### src/rtl/cpu_mc_pkg.sv
// cpu_mc_pkg: shared FSM states, RV32I opcodes, load-size/writeback-select encodings and ALU/branch helpers
package cpu_mc_pkg;
    typedef enum logic [1:0] {S_FETCH, S_EXEC, S_MEM, S_WB} state_t;
    typedef enum logic [1:0] {WB_ALU, WB_MEM, WB_PC4} wb_sel_t;
    localparam logic [1:0] LS_B = 2'd0;
    localparam logic [1:0] LS_H = 2'd1;
    localparam logic [1:0] LS_W = 2'd2;
    localparam logic [6:0] OP_LUI    = 7'h37;
    localparam logic [6:0] OP_AUIPC  = 7'h17;
    localparam logic [6:0] OP_JAL    = 7'h6f;
    localparam logic [6:0] OP_JALR   = 7'h67;
    localparam logic [6:0] OP_BRANCH = 7'h63;
    localparam logic [6:0] OP_LOAD   = 7'h03;
    localparam logic [6:0] OP_STORE  = 7'h23;
    localparam logic [6:0] OP_IMM    = 7'h13;
    localparam logic [6:0] OP_OP     = 7'h33;
    localparam logic [31:0] NOP      = 32'h0000_0013;

    function automatic logic [31:0] alu_op(input logic [2:0] f3, input logic alt,
                                           input logic [31:0] a, input logic [31:0] b);
        case (f3)
            3'b000:  return alt ? a - b : a + b;
            3'b001:  return a << b[4:0];
            3'b010:  return {31'd0, $signed(a) < $signed(b)};
            3'b011:  return {31'd0, a < b};
            3'b100:  return a ^ b;
            3'b101:  return alt ? 32'($signed(a) >>> b[4:0]) : a >> b[4:0];
            3'b110:  return a | b;
            default: return a & b;
        endcase
    endfunction

    // f3[0] inverts the base comparison (ne/ge/geu)
    function automatic logic br_taken(input logic [2:0] f3, input logic [31:0] a, input logic [31:0] b);
        logic r;
        r = f3[2] ? (f3[1] ? a < b : $signed(a) < $signed(b)) : a == b;
        return r ^ f3[0];
    endfunction
endpackage

### src/rtl/cpu_mc_lsu_align.sv
// lsu_align: byte-lane alignment for loads/stores
// Ports: i_addr effective address, i_size LS_B/LS_H/LS_W, i_unsigned zero-extend loads,
//        i_wdata store data, i_rdata raw read word; o_addr word address, o_wdata lane-shifted
//        store data, o_wmask byte strobes, o_rdata extracted and extended load data
module lsu_align
    import cpu_mc_pkg::*;
(
    input  logic [31:0] i_addr,
    input  logic [1:0]  i_size,
    input  logic        i_unsigned,
    input  logic [31:0] i_wdata,
    input  logic [31:0] i_rdata,
    output logic [31:0] o_addr,
    output logic [31:0] o_wdata,
    output logic [3:0]  o_wmask,
    output logic [31:0] o_rdata
);
    logic [1:0]  w_lane;
    logic [31:0] w_sh;

    // lane comes from the naturally aligned address, so misaligned halves/words snap down
    assign w_lane  = (i_size == LS_B) ? i_addr[1:0] : (i_size == LS_H) ? {i_addr[1], 1'b0} : 2'b00;
    assign o_addr  = {i_addr[31:2], 2'b00};
    assign o_wdata = i_wdata << {w_lane, 3'b000};
    assign o_wmask = ((i_size == LS_B) ? 4'b0001 : (i_size == LS_H) ? 4'b0011 : 4'b1111) << w_lane;
    assign w_sh    = i_rdata >> {w_lane, 3'b000};
    assign o_rdata = (i_size == LS_B) ? {{24{!i_unsigned && w_sh[7]}}, w_sh[7:0]} :
                     (i_size == LS_H) ? {{16{!i_unsigned && w_sh[15]}}, w_sh[15:0]} : w_sh;
endmodule

### src/rtl/cpu_mc.sv
// cpu_mc: multi-cycle RV32I core (FETCH/EXEC/MEM/WB), without FENCE/ECALL/EBREAK/CSR
// Ports: i_clk/i_rst; o_imem_req/o_imem_addr/i_imem_ack/i_imem_rdata instruction port;
//        o_dmem_req/o_dmem_we/o_dmem_addr/o_dmem_wdata/o_dmem_wmask/i_dmem_ack/i_dmem_rdata data port;
//        o_pc architectural PC, o_retire retire pulse, o_cycle/o_instret performance counters
// Macro RISKY_PERF_CNT_EN adds the counters; otherwise they read as zero.
module cpu_mc
    import cpu_mc_pkg::*;
#(
    parameter logic [31:0] RESET_VECTOR = 32'h0000_0000,
    parameter int          CNT_WIDTH    = 32
) (
    input  logic                 i_clk,
    input  logic                 i_rst,
    output logic                 o_imem_req,
    output logic [31:0]          o_imem_addr,
    input  logic                 i_imem_ack,
    input  logic [31:0]          i_imem_rdata,
    output logic                 o_dmem_req,
    output logic                 o_dmem_we,
    output logic [31:0]          o_dmem_addr,
    output logic [31:0]          o_dmem_wdata,
    output logic [3:0]           o_dmem_wmask,
    input  logic                 i_dmem_ack,
    input  logic [31:0]          i_dmem_rdata,
    output logic [31:0]          o_pc,
    output logic                 o_retire,
    output logic [CNT_WIDTH-1:0] o_cycle,
    output logic [CNT_WIDTH-1:0] o_instret
);
    state_t      r_state, w_next;
    logic        r_hold;
    logic [31:0] r_pc, r_ir, r_ld;
    logic [31:0] r_regs [0:31];
    logic [6:0]  w_op;
    logic [4:0]  w_rd, w_rs1, w_rs2;
    logic [2:0]  w_f3;
    logic [31:0] w_rs1v, w_rs2v, w_imm, w_a, w_b, w_res, w_pc4, w_npc, w_wbv, w_ld;
    logic        w_alt, w_taken, w_wb_we;
    wb_sel_t     w_wb_sel;

    // IR, PC and registers are frozen from EXEC through WB, so the decode stays combinational
    assign w_op   = r_ir[6:0];
    assign w_rd   = r_ir[11:7];
    assign w_f3   = r_ir[14:12];
    assign w_rs1  = r_ir[19:15];
    assign w_rs2  = r_ir[24:20];
    assign w_rs1v = (w_rs1 == 5'd0) ? 32'd0 : r_regs[w_rs1];
    assign w_rs2v = (w_rs2 == 5'd0) ? 32'd0 : r_regs[w_rs2];
    assign w_imm  = (w_op == OP_LUI || w_op == OP_AUIPC) ? {r_ir[31:12], 12'd0} :
                    (w_op == OP_STORE)  ? {{20{r_ir[31]}}, r_ir[31:25], r_ir[11:7]} :
                    (w_op == OP_BRANCH) ? {{20{r_ir[31]}}, r_ir[7], r_ir[30:25], r_ir[11:8], 1'b0} :
                    (w_op == OP_JAL)    ? {{12{r_ir[31]}}, r_ir[19:12], r_ir[20], r_ir[30:21], 1'b0} :
                                          {{20{r_ir[31]}}, r_ir[31:20]};
    assign w_a      = (w_op == OP_AUIPC) ? r_pc : w_rs1v;
    assign w_b      = (w_op == OP_OP) ? w_rs2v : w_imm;
    // bit 30 selects SUB only for register ops, SRA/SRAI for both
    assign w_alt    = r_ir[30] && (w_op == OP_OP || w_f3 == 3'b101);
    assign w_res    = (w_op == OP_LUI) ? w_imm :
                      (w_op == OP_OP || w_op == OP_IMM) ? alu_op(w_f3, w_alt, w_a, w_b) : w_a + w_b;
    assign w_taken  = (w_op == OP_BRANCH) && br_taken(w_f3, w_rs1v, w_rs2v);
    assign w_pc4    = r_pc + 32'd4;
    assign w_npc    = (w_op == OP_JALR) ? {w_res[31:1], 1'b0} :
                      (w_op == OP_JAL || w_taken) ? r_pc + w_imm : w_pc4;
    assign w_wb_sel = (w_op == OP_LOAD) ? WB_MEM : (w_op == OP_JAL || w_op == OP_JALR) ? WB_PC4 : WB_ALU;
    assign w_wb_we  = w_op inside {OP_LUI, OP_AUIPC, OP_JAL, OP_JALR, OP_LOAD, OP_IMM, OP_OP};
    assign w_wbv    = (w_wb_sel == WB_MEM) ? r_ld : (w_wb_sel == WB_PC4) ? w_pc4 : w_res;

    lsu_align u_lsu (
        .i_addr    (w_res),
        .i_size    (w_f3[1:0]),
        .i_unsigned(w_f3[2]),
        .i_wdata   (w_rs2v),
        .i_rdata   (i_dmem_rdata),
        .o_addr    (o_dmem_addr),
        .o_wdata   (o_dmem_wdata),
        .o_wmask   (o_dmem_wmask),
        .o_rdata   (w_ld)
    );

    assign o_imem_addr = r_pc;
    assign o_pc        = r_pc;
    assign o_dmem_we   = (w_op == OP_STORE);

    // r_hold keeps both requests low for the cycle after reset, so stale acks are dropped
    always_ff @(posedge i_clk) begin
        if (i_rst) begin
            r_state <= S_FETCH;
            r_hold  <= 1'b1;
        end else begin
            r_state <= w_next;
            r_hold  <= 1'b0;
        end
    end

    always_comb begin
        w_next     = r_state;
        o_imem_req = 1'b0;
        o_dmem_req = 1'b0;
        o_retire   = 1'b0;
        case (r_state)
            S_FETCH: begin
                o_imem_req = !r_hold;
                w_next     = (!r_hold && i_imem_ack) ? S_EXEC : S_FETCH;
            end
            S_EXEC: w_next = (w_op == OP_LOAD || w_op == OP_STORE) ? S_MEM : S_WB;
            S_MEM: begin
                o_dmem_req = 1'b1;
                w_next     = i_dmem_ack ? S_WB : S_MEM;
            end
            default: begin
                o_retire = !i_rst;
                w_next   = S_FETCH;
            end
        endcase
    end

    always_ff @(posedge i_clk) begin
        if (i_rst) begin
            r_pc <= RESET_VECTOR;
            r_ir <= NOP;
        end else begin
            if (o_imem_req && i_imem_ack) r_ir <= i_imem_rdata;
            if (o_retire) r_pc <= w_npc;
        end
    end

    always_ff @(posedge i_clk) begin
        if (o_dmem_req && i_dmem_ack) r_ld <= w_ld;
        if (o_retire && w_wb_we && w_rd != 5'd0) r_regs[w_rd] <= w_wbv;
    end

`ifdef RISKY_PERF_CNT_EN
    logic [CNT_WIDTH-1:0] r_cycle, r_instret;

    always_ff @(posedge i_clk) begin
        if (i_rst) begin
            r_cycle   <= '0;
            r_instret <= '0;
        end else begin
            r_cycle <= r_cycle + CNT_WIDTH'(1);
            if (o_retire) r_instret <= r_instret + CNT_WIDTH'(1);
        end
    end

    assign o_cycle   = r_cycle;
    assign o_instret = r_instret;
`else
    assign o_cycle   = '0;
    assign o_instret = '0;
`endif
endmodule

### config.mk
export PLATFORM = sky130hd
export DESIGN_NAME = cpu_mc
export DESIGN_NICKNAME = d
export VERILOG_FILES = /design/src/rtl/cpu_mc_pkg.sv /design/src/rtl/cpu_mc_lsu_align.sv /design/src/rtl/cpu_mc.sv
export SDC_FILE = /design/constraint.sdc
export NUM_CORES = 2
export LEC_CHECK = 0
export CORE_MARGIN = 1
export CORE_UTILIZATION = 45
export CTS_BUF_LIST = sky130_fd_sc_hd__clkbuf_16
export CTS_CLUSTER_DIAMETER = 80
export DETAILED_ROUTE_END_ITERATION = 6
export RECOVER_POWER = 100
export SETUP_SLACK_MARGIN = 0.02
export SLEW_MARGIN = 20
export SYNTH_ARGS = -nofsm -noshare
export SYNTH_HDL_FRONTEND = slang
export SYNTH_SLANG_ARGS = --single-unit
### constraint.sdc
create_clock -name i_clk -period 24.5 [get_ports i_clk]
set_input_delay 6.125 -clock i_clk [delete_from_list [all_inputs] [get_ports i_clk]]
set_output_delay 6.125 -clock i_clk [all_outputs]
set_load 0.005 [all_outputs]
---- After elaboration in Yosys (flattened, before gate mapping) ----
Memory sizes are Yosys's and may differ from the RTL's. A register that Yosys moved wholly into a read port is not among the register bits.
Index checks and enable logic that the tools add are counted.
storage, ports and cells
  flip-flop bits (word level) ............. 99
  RAM bits ................................ 1024
  bits of input ports ..................... 68
  output and inout bits ................... 200
  word-level logic and storage cells ...... 112
  memories kept ........................... 1
memories
  memory  words  bits a word  read ports  clocked after memory_dff  write ports  line          source
  r_regs  32     32           2           2                         1            cpu_mc.sv:33  logic [31:0] r_regs [0:31];
cells by class
  add/subtract/negate cells ............... 4
  $lt $le $gt $ge ......................... 4
  equality and inequality tests ........... 21
  shift operators ......................... 6
  mux-type cells .......................... 41
  bitwise operators ....................... 4
  reduce and logical (&&, ||, !) cells .... 26
operators with widths
  operator                 number
  $mux W32                 14
  $pmux W32 S7             1
  $lt A32 B32 Y1           4
  $add A32 B32 Y32         2
  $shl A32 B5 Y32          2
  $shr A32 B5 Y32          2
  $mux W20                 3
  $add A32 B3 Y32 const B  1
  $and A32 B32 Y32         1
  $eq A32 B32 Y1           1
  $or A32 B32 Y32          1
  $sshr A32 B5 Y32         1
  $sub A32 B32 Y32         1
  $xor A32 B32 Y32         1
  $mux W31                 1
  $eq A7 B6 Y1 const B     3
  $eq A7 B7 Y1 const B     3
  $mux W5                  4
  $eq A7 B5 Y1 const B     2
  $mux W1                  11
  $logic_not A5 Y1         2
  $eq A3 B3 Y1 const B     3
  $logic_and A1 B1 Y1      9
  $mux W2                  4
  16 further kinds         29

---- Logic depth before layout (Yosys ltp) ----
  word-level depth ........................ 17
  gate-level depth with buffers ........... 31
  depth with buffers taken out ............ 22

---- Cells and area by module ----
From an unflattened synthesis, not the netlist that was laid out.
second synthesis, totals
  cell total of the unflattened synthesis .. 5438
  area, all modules ....................... 68050.3 um^2
by module, submodules not included
  module     instances  cells each  area each (um^2)  sequential area each (um^2)
  cpu_mc     1          5225        66527.6           33251.9
  lsu_align  1          213         1522.7            0.0

---- Worst setup path before layout ----
Ideal clock, no wire load.
  path kind ............................... register to output
  from .................................... register (tool-made name)
  to ...................................... output port o_dmem_wdata[29]
  arrival time ............................ 7.071 ns
  required time ........................... 18.375 ns
  slack ................................... 11.304 ns
  cell stages (with the launch flop) ...... 26
  buffers on the path ..................... 8
  cells stage by stage .................... dfxtp_1 buf_2 buf_6 buf_2 buf_1 clkbuf_1 mux4_2 mux4_2 mux2_2 o21ai_0 o21ai_0 ha_1 clkbuf_1 or3_1 and4b_1 o31ai_1 a211oi_1 a21oi_1 o31a_1 a221o_1 o21ai_1 or2_1 clkbuf_1 buf_4 mux2_2 mux2i_1
RTL lines
  what       line          source
  to (decl)  cpu_mc.sv:21  output logic [31:0] o_dmem_wdata,

==> flow_summary_export.csv <==
group,metric,value,unit
sta,hold_ws,0.511,ns
routing,via_count,52200,
logic_synthesis,syn_avg_cell_area,12.5,sq um
clock_network,cts_root_buf,"clkbuf_16",
logic_synthesis,synth_cell_type_count,89,
pwr,power.total,0.00632,W
die,die_w,390,um
routing,vias_per_cell,6.80,
die,std_cell_rows,141,
routing,drt_iter0_markers,7198,
pwr,p_sw,0.00227,W
final_layout,syn_to_final_growth,12.0,%
clock_network,cts_tree,"done",
pwr,irDropWorstVdd,0.0655,mV
logic_synthesis,yosys-top-cells-area,"edfxtp_1 47%, mux4_2 12%, mux2i_1 9.6%",
routing,drtAntennaViolNets,0,
sta,report.final.setup_viol,0,
clock_network,htree_levels,3,
sta,setup-tns-final,0,ns
sta,hold_violations,0,
global_routing,grt_overflow,0,
setup_path,end_kind,"primary output",
die,die_area,0.152,sq mm
final_layout,multiInputGateArea,0.0320,sq mm
die,core_area,0.149,sq mm
clock_network,cts_buffers,120,
sta,relSlewSlack,-196,%
setup_path,crit_type,"reg -> out",
setup_path,crit_required,18.38,ns
pwr,p_clk_share,28.8,%
global_routing,grtUsageTotal,37.7,%
pwr,internal_power,0.00405,W
global_routing,grt_pass1_vias,50000,
logic_synthesis,ys_warn_count,0,
sta,slew_violations,2067,
sta,final.period_utilization,84.8,%
routing,drcViolationCount,0,
sta,rsz0062_at_grt,"false",
pwr,power_density,83.4,mW/mm^2
sta,max_freq,0.0482,GHz
logic_synthesis,ys_async_sr_fraction,0,%
worst_hold_path,hold_path_class,"reg -> reg",
logic_synthesis,ys_seq_elements,1133,
clock_network,clkTransAtPathRegs,0.06,ns
routing,routedWlPerCell,38.0,um
clock_network,ctsLongestPathBuffers,3,
run_status,violations,"capacitance limit, slew limit",
die,dieHeight,390,um
setup_path,crit_path_max_fanout,55,
routing,totalWireLength,291,mm
run_status,status,"finished with violations",
logic_synthesis,ys.flop_type,"edfxtp_1",
flow_run,maxCapViolCount,71,
logic_synthesis,syn_inst,5406,
setup_path,crit_arrival,14.64,ns
placed_design,finalWeightedCongestion,1.06,
pwr,pwr-share-comb,32.6,%
sta,period_needed,20.77,ns
clock_network,clk_latency,0.80,ns
pwr,pwr-share-seq,38.5,%
logic_synthesis,synth_top_area_share,46.9,%
logic_synthesis,yosysTopAreaCell,"edfxtp_1",
pwr,switching_share,35.9,%
sta,finClkSkew,0.0851,ns
die,initial_utilization,45.5,%
clock_network,cts_resized,0,
sta,tightest_slew,4.40,ns
logic_synthesis,synth_common_cells,"1,056 x edfxtp_1, 648 x mux2i_1, 372 x nand2_1, 358 x mux4_2, 319 x a21oi_1",
routing,firstDrtPassIters,6,
clock_network,cts.sinks,1133,
logic_synthesis,yosysSeqAreaShare,49.2,%
worst_hold_path,hold_path_depth,2,
final_layout,n_fill_cell,13000,
clock_network,post_cts_buffers,0,
final_layout,final-seq-area,0.0333,sq mm
logic_synthesis,syn_area,0.0676,sq mm
global_routing,grt_pass1_wl,398,mm
clock_network,hold_buffers,0,
global_routing,antenna_found_initial,21,
logic_synthesis,synth_most_common_cell,"edfxtp_1",
final_layout,layout-drive-gt1-share,14.8,%
setup_path,rr_worst_depth,16,
logic_synthesis,synth_edf_count,1056,
global_routing,grt_start_max_net_pins,109,
placed_design,hpwl,195,mm
die,ios,268,
pwr,p_leak,25.9,nW
final_layout,final_nets,5797,
setup_path,critPathLaunchType,"flop",
placed_design,place.port_buffers,201,
state kept, by name, indices dropped and copies added (netlist names), named ones only:
signal       cells
r_ir            32
r_ld            32
r_state          2
r_hold           1
r_regs        1024
o_imem_addr     32
stage by stage:
stage	utilization (%)	area, sq um	setup slack (ns)	std cells
after floorplan	-	68000	11.30	5503
after global placement	48.6	72200	8.02	7439
after detailed placement	48.6	72300	8.04	7439
after CTS	51.3	76200	7.15	7662
after global routing	51.0	75800	3.34	7666
final	51.0	75800	3.73	7672
kinds of logic after synthesis:
family                   Yosys count  synth area share [%]
multiplexers                    1073                  22.6
XOR/XNOR                         100                  1.29
buffers and inverters            650                  4.53
other                              1               0.00554
adder cells (fa/ha/maj)          169                  3.16
flip-flops                      1133                  49.2
AND/OR/NAND/NOR                 1062                  7.31
AO/OA/AOI/OAI                   1218                  11.9
cell type report:
type | count | share of cell area [%]
Multi-Input combinational cell | 3720 | 42.2
Timing Repair Buffer | 428 | 4.61
Sequential cell | 1133 | 43.9
Clock inverter | 101 | 1.17
Inverter | 157 | 0.781
Clock buffer | 122 | 4.03
Antenna cell | 9 | 0.0297
Tap cell | 2002 | 3.31
critical path, stage by stage, from the launching register on:
cell,delay [ns]
dfxtp_1,1.75
clkbuf_1,2.95
buf_4,1.07
mux2i_1,0.19
a22oi_1,0.25
a21oi_1,0.10
nor4_1,1.35
a31o_1,1.02
inv_1,0.09
clkbuf_1,0.50
mux2i_1,0.70
o22ai_1,0.18
a2111oi_0,0.51
buf_4,0.24
a21o_1,0.17
o21ai_1,0.13
or2_1,0.55
buf_4,0.36
mux2_2,0.33
mux2i_1,0.61
dlygate4sd3_1,0.67
metal layers:
layer | up-vias | wire (um) | global-route usage [%] | share of wire, %
li1 | 21300 | - | - | -
met1 | 26700 | 108000 | 48.4 | 37
met2 | 3471 | 131000 | 58.1 | 45
met3 | 766 | 30900 | 8.09 | 11
met4 | 12 | 20900 | 23.8 | 7.2
met5 | - | 85 | 0 | 0.029
power by group through the flow:
stage | combinational [W] | clock [W] | sequential, W
5_1_grt | 0.00212 | 0.00190 | 0.00244
6_report | 0.00206 | 0.00182 | 0.00243
4_1_cts | 0.00203 | 0.00184 | 0.00241
3_3_place_gp | 0.00203 | 0 | 0.00245
3_5_place_dp | 0.00203 | 0 | 0.00245
2_1_floorplan | 0.00110 | 0 | 0.00244
layout by cell type (no fill, tap or decap), types with 20 or more instances in the layout:
master           synthesis  routed
a21oi_1                319     319
and3_1                  50      50
a22oi_1                238     238
o21bai_1                24      24
clkbuf_1               206      71
clkbuf_16                0     122
clkdlybuf4s50_1          0      81
clkinv_2                 0      22
a211oi_1                28      29
xor2_1                  29      29
o22ai_1                 50      50
nor2_1                 269     244
xnor2_1                 71      71
and2_1                  54      49
dfxtp_1                 77      69
mux2i_1                648     647
clkinv_1                 6      35
o211ai_1                36      36
nor2b_1                 46      44
nor4_1                  37      33
inv_1                  146     165
dlygate4sd3_1            0     119
buf_4                  126     152
mux4_2                 358     358
a31oi_1                 47      45
a221o_1                 21      21
edfxtp_1              1056    1056
o21a_1                  22      20
o21ai_0                186     180
nand3_1                 72      72
nand2b_1                31      29
conb_1                   1      98
a21o_1                  80      80
nor3_1                  59      57
nand2_1                372     371
mux2_2                  64      57
ha_1                   166     166
final timing paths:
check                 from               end  slack [ns]
setup / recovery      flop  o_dmem_wdata[27]        3.73
hold / removal    r_ir[18]              flop        0.51
setup reg to reg      flop     r_regs[29][1]        9.11
hold reg to reg   r_ir[18]              flop        0.51
No activity file was read; power rests on OpenSTA's default activity.
